**src/rtl/sr_drv_pkg.sv**
```systemverilog
// Shared types and constants for the gated SR latch driver.
// The readback option is selected by the SR_DRV_READBACK_EN macro in sr_latch_driver.
package sr_drv_pkg;

   localparam int CNT_W                 = 4;
   localparam int DEFAULT_PULSE_CYCLES  = 2;
   localparam int DEFAULT_SETTLE_CYCLES = 3;

   typedef enum logic [2:0] {
      IDLE,
      SETUP,
      PULSE,
      HOLD,
      SETTLE,
      CHECK
   } drvState_t;

   typedef logic [CNT_W-1:0] cycleCount_t;

endpackage

```
**src/rtl/sr_latch_driver_if.sv**
```systemverilog
// Request/status and latch-side signals of the SR latch driver.
// master = clocked control logic plus the latch; slave = the driver.
interface sr_latch_driver_if;

   logic Req;
   logic Level;
   logic Busy;
   logic Done;
   logic Err;
   logic S;
   logic R;
   logic En;
   logic Q_fb;
   logic notQ_fb;

   modport master (
      output Req, Level, Q_fb, notQ_fb,
      input  Busy, Done, Err, S, R, En
   );

   modport slave (
      input  Req, Level, Q_fb, notQ_fb,
      output Busy, Done, Err, S, R, En
   );

endinterface

```
**src/rtl/sr_latch_driver_sync2.sv**
```systemverilog
// Generic two-flop synchronizer, asynchronously reset to 0.
// Used by sr_latch_driver to bring latch feedback into the clock domain.
module sync2 (
   input  logic Clk,
   input  logic Rst,
   input  logic d,
   output logic q
);

   logic meta;

   // First flop may go metastable; the second gives it a full cycle to resolve.
   always_ff @(posedge Clk or posedge Rst) begin
      if (Rst) begin
         meta <= 1'b0;
         q    <= 1'b0;
      end else begin
         meta <= d;
         q    <= meta;
      end
   end

endmodule

```
**src/rtl/sr_latch_driver.sv**
```systemverilog
// Sequences a one-cycle set/reset request into a setup/pulse/hold/settle S/R/En waveform.
// Define SR_DRV_READBACK_EN to add feedback synchronizers, the CHECK state and Err.
module sr_latch_driver
   import sr_drv_pkg::*;
#(
   parameter int PULSE_CYCLES  = DEFAULT_PULSE_CYCLES,
   parameter int SETTLE_CYCLES = DEFAULT_SETTLE_CYCLES
) (
   input  logic                Clk,
   input  logic                Rst,
   sr_latch_driver_if.slave    bus
);

   localparam cycleCount_t PULSE_LOAD  = cycleCount_t'(PULSE_CYCLES - 1);
   localparam cycleCount_t SETTLE_LOAD = cycleCount_t'(SETTLE_CYCLES - 1);

   drvState_t   state, stateNext;
   cycleCount_t cnt, cntNext;
   logic        levelReg, levelNext;
   logic        sNext, rNext, enNext, busyNext, doneNext, errNext;
   logic        checkFail;

`ifdef SR_DRV_READBACK_EN
   logic qSync, notQSync;

   sync2 qSyncInst    (.Clk(Clk), .Rst(Rst), .d(bus.Q_fb),    .q(qSync));
   sync2 notQSyncInst (.Clk(Clk), .Rst(Rst), .d(bus.notQ_fb), .q(notQSync));

   // A write failed if Q disagrees with the request or the latch shows an illegal Q==notQ.
   assign checkFail = (qSync != levelReg) || (qSync == notQSync);
`else
   assign checkFail = 1'b0;
`endif

   // State register plus registered outputs, so S/R/En never glitch.
   always_ff @(posedge Clk or posedge Rst) begin
      if (Rst) begin
         state    <= IDLE;
         cnt      <= '0;
         levelReg <= 1'b0;
         bus.S    <= 1'b0;
         bus.R    <= 1'b0;
         bus.En   <= 1'b0;
         bus.Busy <= 1'b0;
         bus.Done <= 1'b0;
         bus.Err  <= 1'b0;
      end else begin
         state    <= stateNext;
         cnt      <= cntNext;
         levelReg <= levelNext;
         bus.S    <= sNext;
         bus.R    <= rNext;
         bus.En   <= enNext;
         bus.Busy <= busyNext;
         bus.Done <= doneNext;
         bus.Err  <= errNext;
      end
   end

   // Next state, then outputs decoded from the state being entered.
   always_comb begin
      stateNext = state;
      cntNext   = cnt;
      levelNext = levelReg;
      doneNext  = 1'b0;
      errNext   = 1'b0;

      case (state)
         IDLE: begin
            if (bus.Req) begin
               stateNext = SETUP;
               levelNext = bus.Level;
            end
         end
         SETUP: begin
            stateNext = PULSE;
            cntNext   = PULSE_LOAD;
         end
         PULSE: begin
            if (cnt == '0) stateNext = HOLD;
            else           cntNext   = cnt - 1'b1;
         end
         HOLD: begin
            stateNext = SETTLE;
            cntNext   = SETTLE_LOAD;
         end
         SETTLE: begin
            if (cnt == '0) begin
`ifdef SR_DRV_READBACK_EN
               stateNext = CHECK;
`else
               stateNext = IDLE;
               doneNext  = 1'b1;
`endif
            end else begin
               cntNext = cnt - 1'b1;
            end
         end
         CHECK: begin
            stateNext = IDLE;
            doneNext  = 1'b1;
            errNext   = checkFail;
         end
         default: stateNext = IDLE;
      endcase

      sNext    = 1'b0;
      rNext    = 1'b0;
      enNext   = (stateNext == PULSE);
      busyNext = (stateNext != IDLE);
      if (stateNext == SETUP || stateNext == PULSE || stateNext == HOLD) begin
         sNext = levelNext;
         rNext = ~levelNext;
      end
   end

endmodule

```
**src/flat_wrapper.sv**
```systemverilog
// flat-port wrapper written by rule: the top's interface ports become plain ports
module sr_latch_driver_flat import sr_drv_pkg::*;
#(
   parameter int PULSE_CYCLES  = DEFAULT_PULSE_CYCLES,
   parameter int SETTLE_CYCLES = DEFAULT_SETTLE_CYCLES
)
  (Clk, Rst, bus_Req, bus_Level, bus_Q_fb, bus_notQ_fb, bus_Busy, bus_Done, bus_Err, bus_S, bus_R, bus_En);
  sr_latch_driver_if bus_i ();
  input  logic Clk;
  input  logic Rst;
  input wire logic [$bits(bus_i.Req)-1:0] bus_Req;
  input wire logic [$bits(bus_i.Level)-1:0] bus_Level;
  input wire logic [$bits(bus_i.Q_fb)-1:0] bus_Q_fb;
  input wire logic [$bits(bus_i.notQ_fb)-1:0] bus_notQ_fb;
  output wire logic [$bits(bus_i.Busy)-1:0] bus_Busy;
  output wire logic [$bits(bus_i.Done)-1:0] bus_Done;
  output wire logic [$bits(bus_i.Err)-1:0] bus_Err;
  output wire logic [$bits(bus_i.S)-1:0] bus_S;
  output wire logic [$bits(bus_i.R)-1:0] bus_R;
  output wire logic [$bits(bus_i.En)-1:0] bus_En;
  assign bus_i.Req = bus_Req;
  assign bus_i.Level = bus_Level;
  assign bus_i.Q_fb = bus_Q_fb;
  assign bus_i.notQ_fb = bus_notQ_fb;
  assign bus_Busy = bus_i.Busy;
  assign bus_Done = bus_i.Done;
  assign bus_Err = bus_i.Err;
  assign bus_S = bus_i.S;
  assign bus_R = bus_i.R;
  assign bus_En = bus_i.En;
  sr_latch_driver #(.PULSE_CYCLES(PULSE_CYCLES), .SETTLE_CYCLES(SETTLE_CYCLES)) u_core (.Clk(Clk), .Rst(Rst), .bus(bus_i));
endmodule
```
**config.mk**
```make
export PLATFORM = sky130hd
export DESIGN_NAME = sr_latch_driver_flat
export DESIGN_NICKNAME = d
export VERILOG_FILES = /design/src/rtl/sr_drv_pkg.sv /design/src/rtl/sr_latch_driver_if.sv /design/src/rtl/sr_latch_driver_sync2.sv /design/src/rtl/sr_latch_driver.sv /design/src/flat_wrapper.sv
export SDC_FILE = /design/constraint.sdc
export NUM_CORES = 1
export LEC_CHECK = 0
export ABC_AREA = 1
export BUFFER_PORTS_ARGS = -buffer_cell sky130_fd_sc_hd__buf_2
export CELL_PAD_IN_SITES_DETAIL_PLACEMENT = 0
export CELL_PAD_IN_SITES_GLOBAL_PLACEMENT = 1
export CORE_MARGIN = 5
export CORE_UTILIZATION = 41
export CTS_BUF_LIST = sky130_fd_sc_hd__clkbuf_2 sky130_fd_sc_hd__clkbuf_4 sky130_fd_sc_hd__clkbuf_8
export DETAILED_ROUTE_END_ITERATION = 12
export GPL_ROUTABILITY_DRIVEN = 0
export GPL_TIMING_DRIVEN = 0
export PLACE_DENSITY_LB_ADDON = 0.12
export SYNTH_ARGS = -nofsm -noshare
export SYNTH_HDL_FRONTEND = slang
export SYNTH_SLANG_ARGS = --single-unit
```
**constraint.sdc**
```tcl
create_clock -name Clk -period 1.2 [get_ports Clk]
set_input_delay 0 -clock Clk [delete_from_list [all_inputs] [get_ports Clk]]
set_output_delay 0 -clock Clk [all_outputs]
set_load 0.01 [all_outputs]
```
==> reports/qor.txt <==
Seq pwr share - 32.5%
grt met3 use - 5.92%
crit path to - u_core.cnt[3]
PwrDens - 2760 nW/um^2
Initial DRT Pass Iterations - 2
area of the multi-input gates - 317 um^2
leading cell types by count after synthesis - nand2_1, dfrtp_1, nand3_1
asr flop ratio synth - 100%
initial drt markers - 4
PortBufs - 8
top post-synthesis cells by area - dfrtp_1, nand2_1, nand3_1
Initial Util - 43.8%
H-tree levels - 1
Worst-path clk slew - 80 ps
worst hold start - bus_Req
sequential cell area - 327 um^2
gr usage total - 10.9%
CTS tree - done
Buf+Inv Stages, Crit Path - 1
share of the synthesized area in the top cell type - 48.2%
Chip Height - 50.6 um
dpl cells - 103
startpoint class of the critical path - register
fin crit period - 1110 ps
fin area - 817 um^2
EDFF count, synth - 0
final hold vios - 0
CP max stage delay - 400 ps
drt drc - 0
routed via count - 529
Max Clock Freq - 900 MHz
status - completed
cts bufs inserted - 3
endpoint type of the worst setup path - register
P_leak - 0.439 nW
cell family with most CP delay - flip-flops
Post-layout nets - 104
CTS Root Cell - clkbuf_4
P_int - 1.26 mW
GRT busiest layer - met2
Worst Setup Slack, final - 89.0 ps
post-detail-place hpwl - 917 um
r2r setup slk - 90 ps
CP Data Required Time - 1370 ps
worst vdd ir - 1330 uV
Switching Share - 44.2%
sequential area share after synthesis - 48.2%
M1 GR Usage - 13.4%
placed cell areas - 734 um^2
post-route ant nets - 0
Final Max Slew Viols - 0
vias per inst - 4.77
Yosys reg bits - 13
Crit-path slowest cell - dfrtp_1
pin count of the biggest net entering global routing - 14
Reg-to-Reg End - u_core.cnt[3]
Avg Inst Size Synth - 8.54 um^2
clock latency on the worst-skew pair - 270 ps
Core Area - 1540 um^2
HP Class - in -> reg
met2 GRT Util - 14.9%
# IOs - 12
Fillers - 155
initial antenna violation count - 0
synthesized area - 674 um^2
skew final - 8.66 ps
final worst path period share - 92.6%
dpl ws - -52.7 ps
endpoints failing setup - 0
R2R Path Start - u_core.cnt[1]
total gr overflow - 0
chip width - 50.6 um
Post-Syn Nets - 87
die area - 2560 um^2
post-synthesis cell type count - 20
share of cells above drive strength 1 - 32.6%
CP dominant cell by count - nand2_1
Gate power share - 54.9%
max_cap viols - 0
Clock power frac - 12.6%
R2R depth - 7
P&R area growth vs syn - 21.2%
largest area contributor in the netlist - dfrtp_1
clock buffer depth - 2
critical path arrival - 1290 ps
vias in the first global route - 484
Worst path depth - 7
post-synthesis cell count - 79
first-pass GRT wire length - 2.06 mm
Yosys Warn Count - 0
wire per inst - 10.7 um
non-filler cells, final - 111
count leader, synth - nand2_1
Ant. Diodes - 0
Top FF cell, synth - dfrtp_1
critical path class - reg -> reg
Worst Path Max Fanout - 5
CP cell instances - inv_1, ha_1, nand2_2, nand3_4, nand2_4, nand2_1, nand2_1
Cell Rows - 14
switching power - 0.998 mW
Critical Path Start - u_core.cnt[1]
Clock Sinks - 13
total wire length - 1.19 mm
==> cell families (layout without fill, tap and decap cells) <==
kind of cell / Yosys count / in the layout / share of synthesized area [%]
flops: 13 / 13 / 48.2
simple gates: 44 / 44 / 33.4
xor+xnor: 1 / 1 / 1.30
buf+inv: 12 / 28 / 7.24
compound gates: 6 / 6 / 5.56
fa+ha+maj: 2 / 2 / 3.71
other cells: 1 / 1 / 0.556
==> per-stage QoR <==
stage          total power, mW  hold slack [ps]  setup TNS (ps)  utilization, %
2_1_floorplan             1.63             -123               0               -
3_3_place_gp              1.88             45.9            -259            47.6
3_5_place_dp              1.87             44.2            -187            47.6
4_1_cts                   2.19             98.5               0            51.1
5_1_grt                   2.49             68.6           -1.62            53.0
6_report                  2.26             81.4               0            53.0
==> cell type report <==
cell class | count | area share (%)
sequential | 13 | 40.0
multi-input combinational | 54 | 38.7
timing repair buffer | 12 | 9.19
inverter | 11 | 5.05
clock buffer | 4 | 3.68
tap | 16 | 2.45
buffer | 1 | 0.919
==> sequential cells by signal (all words and copies together) (netlist names) <==
name	flops
u_core.cnt	4
u_core.bus.R	1
u_core.levelReg	1
u_core.bus.En	1
u_core.state	3
u_core.bus.S	1
u_core.bus.Done	1
u_core.bus.Busy	1
==> layer usage <==
| metal | up-vias | wire length [um] |
|---|---|---|
| li1 | 279 | - |
| met4 | 0 | 26 |
| met1 | 237 | 526 |
| met5 | - | 0 |
| met2 | 8 | 567 |
| met3 | 5 | 67 |
==> placed cells by master (no fill, tap or decap) <==
master	instances
buf_2	8
dfrtp_1	12
nor2_1	7
nand2_2	4
ha_1	2
nand3_1	9
nand4_4	1
xnor2_1	1
clkbuf_4	4
dfrtp_2	1
inv_1	6
inv_2	5
nand3_4	1
dlygate4sd3_1	2
o21ai_1	1
nand3b_1	1
nor2b_4	1
conb_1	1
nand2_1	18
o21ai_0	2
nand2_4	1
buf_4	3
a21oi_1	1
nand4_1	1
o21ai_2	2
==> how the worst min path moves through the flow <==
stage,end,slack (ps),cells past startpoint
detailed placement,u_core.cnt[2],40,2
global placement,u_core.cnt[2],50,2
global route,u_core.levelReg,70,3
floorplan,u_core.bus.Busy,-120,1
finish,u_core.levelReg,80,3
CTS,u_core.levelReg,100,3
==> tightest hold or removal path: stages <==
cell and delay (ps):
buf_2 110, nand4_4 130, o21ai_2 70
==> timing repair <==
item | 4_1_cts | 5_1_grt
pin swaps | 0 | 2
buffers inserted | 0 | 2
endpoints found under the hold margin | 15 | 0
gates resized for setup | 2 | 3
gates cloned | 0 | 0
endpoints found under the setup margin | 5 | 7
hold buffers | 2 | 0
==> power groups by stage <==
stage	Clock, mW	Combinational [mW]	Sequential [mW]
floorplan	0	0.873	0.759
global placement	0	1.14	0.737
detailed placement	0	1.13	0.738
CTS	0.301	1.16	0.732
global route	0.323	1.42	0.751
finish	0.284	1.24	0.733
Note: power is estimated with default switching activity, not from simulation.
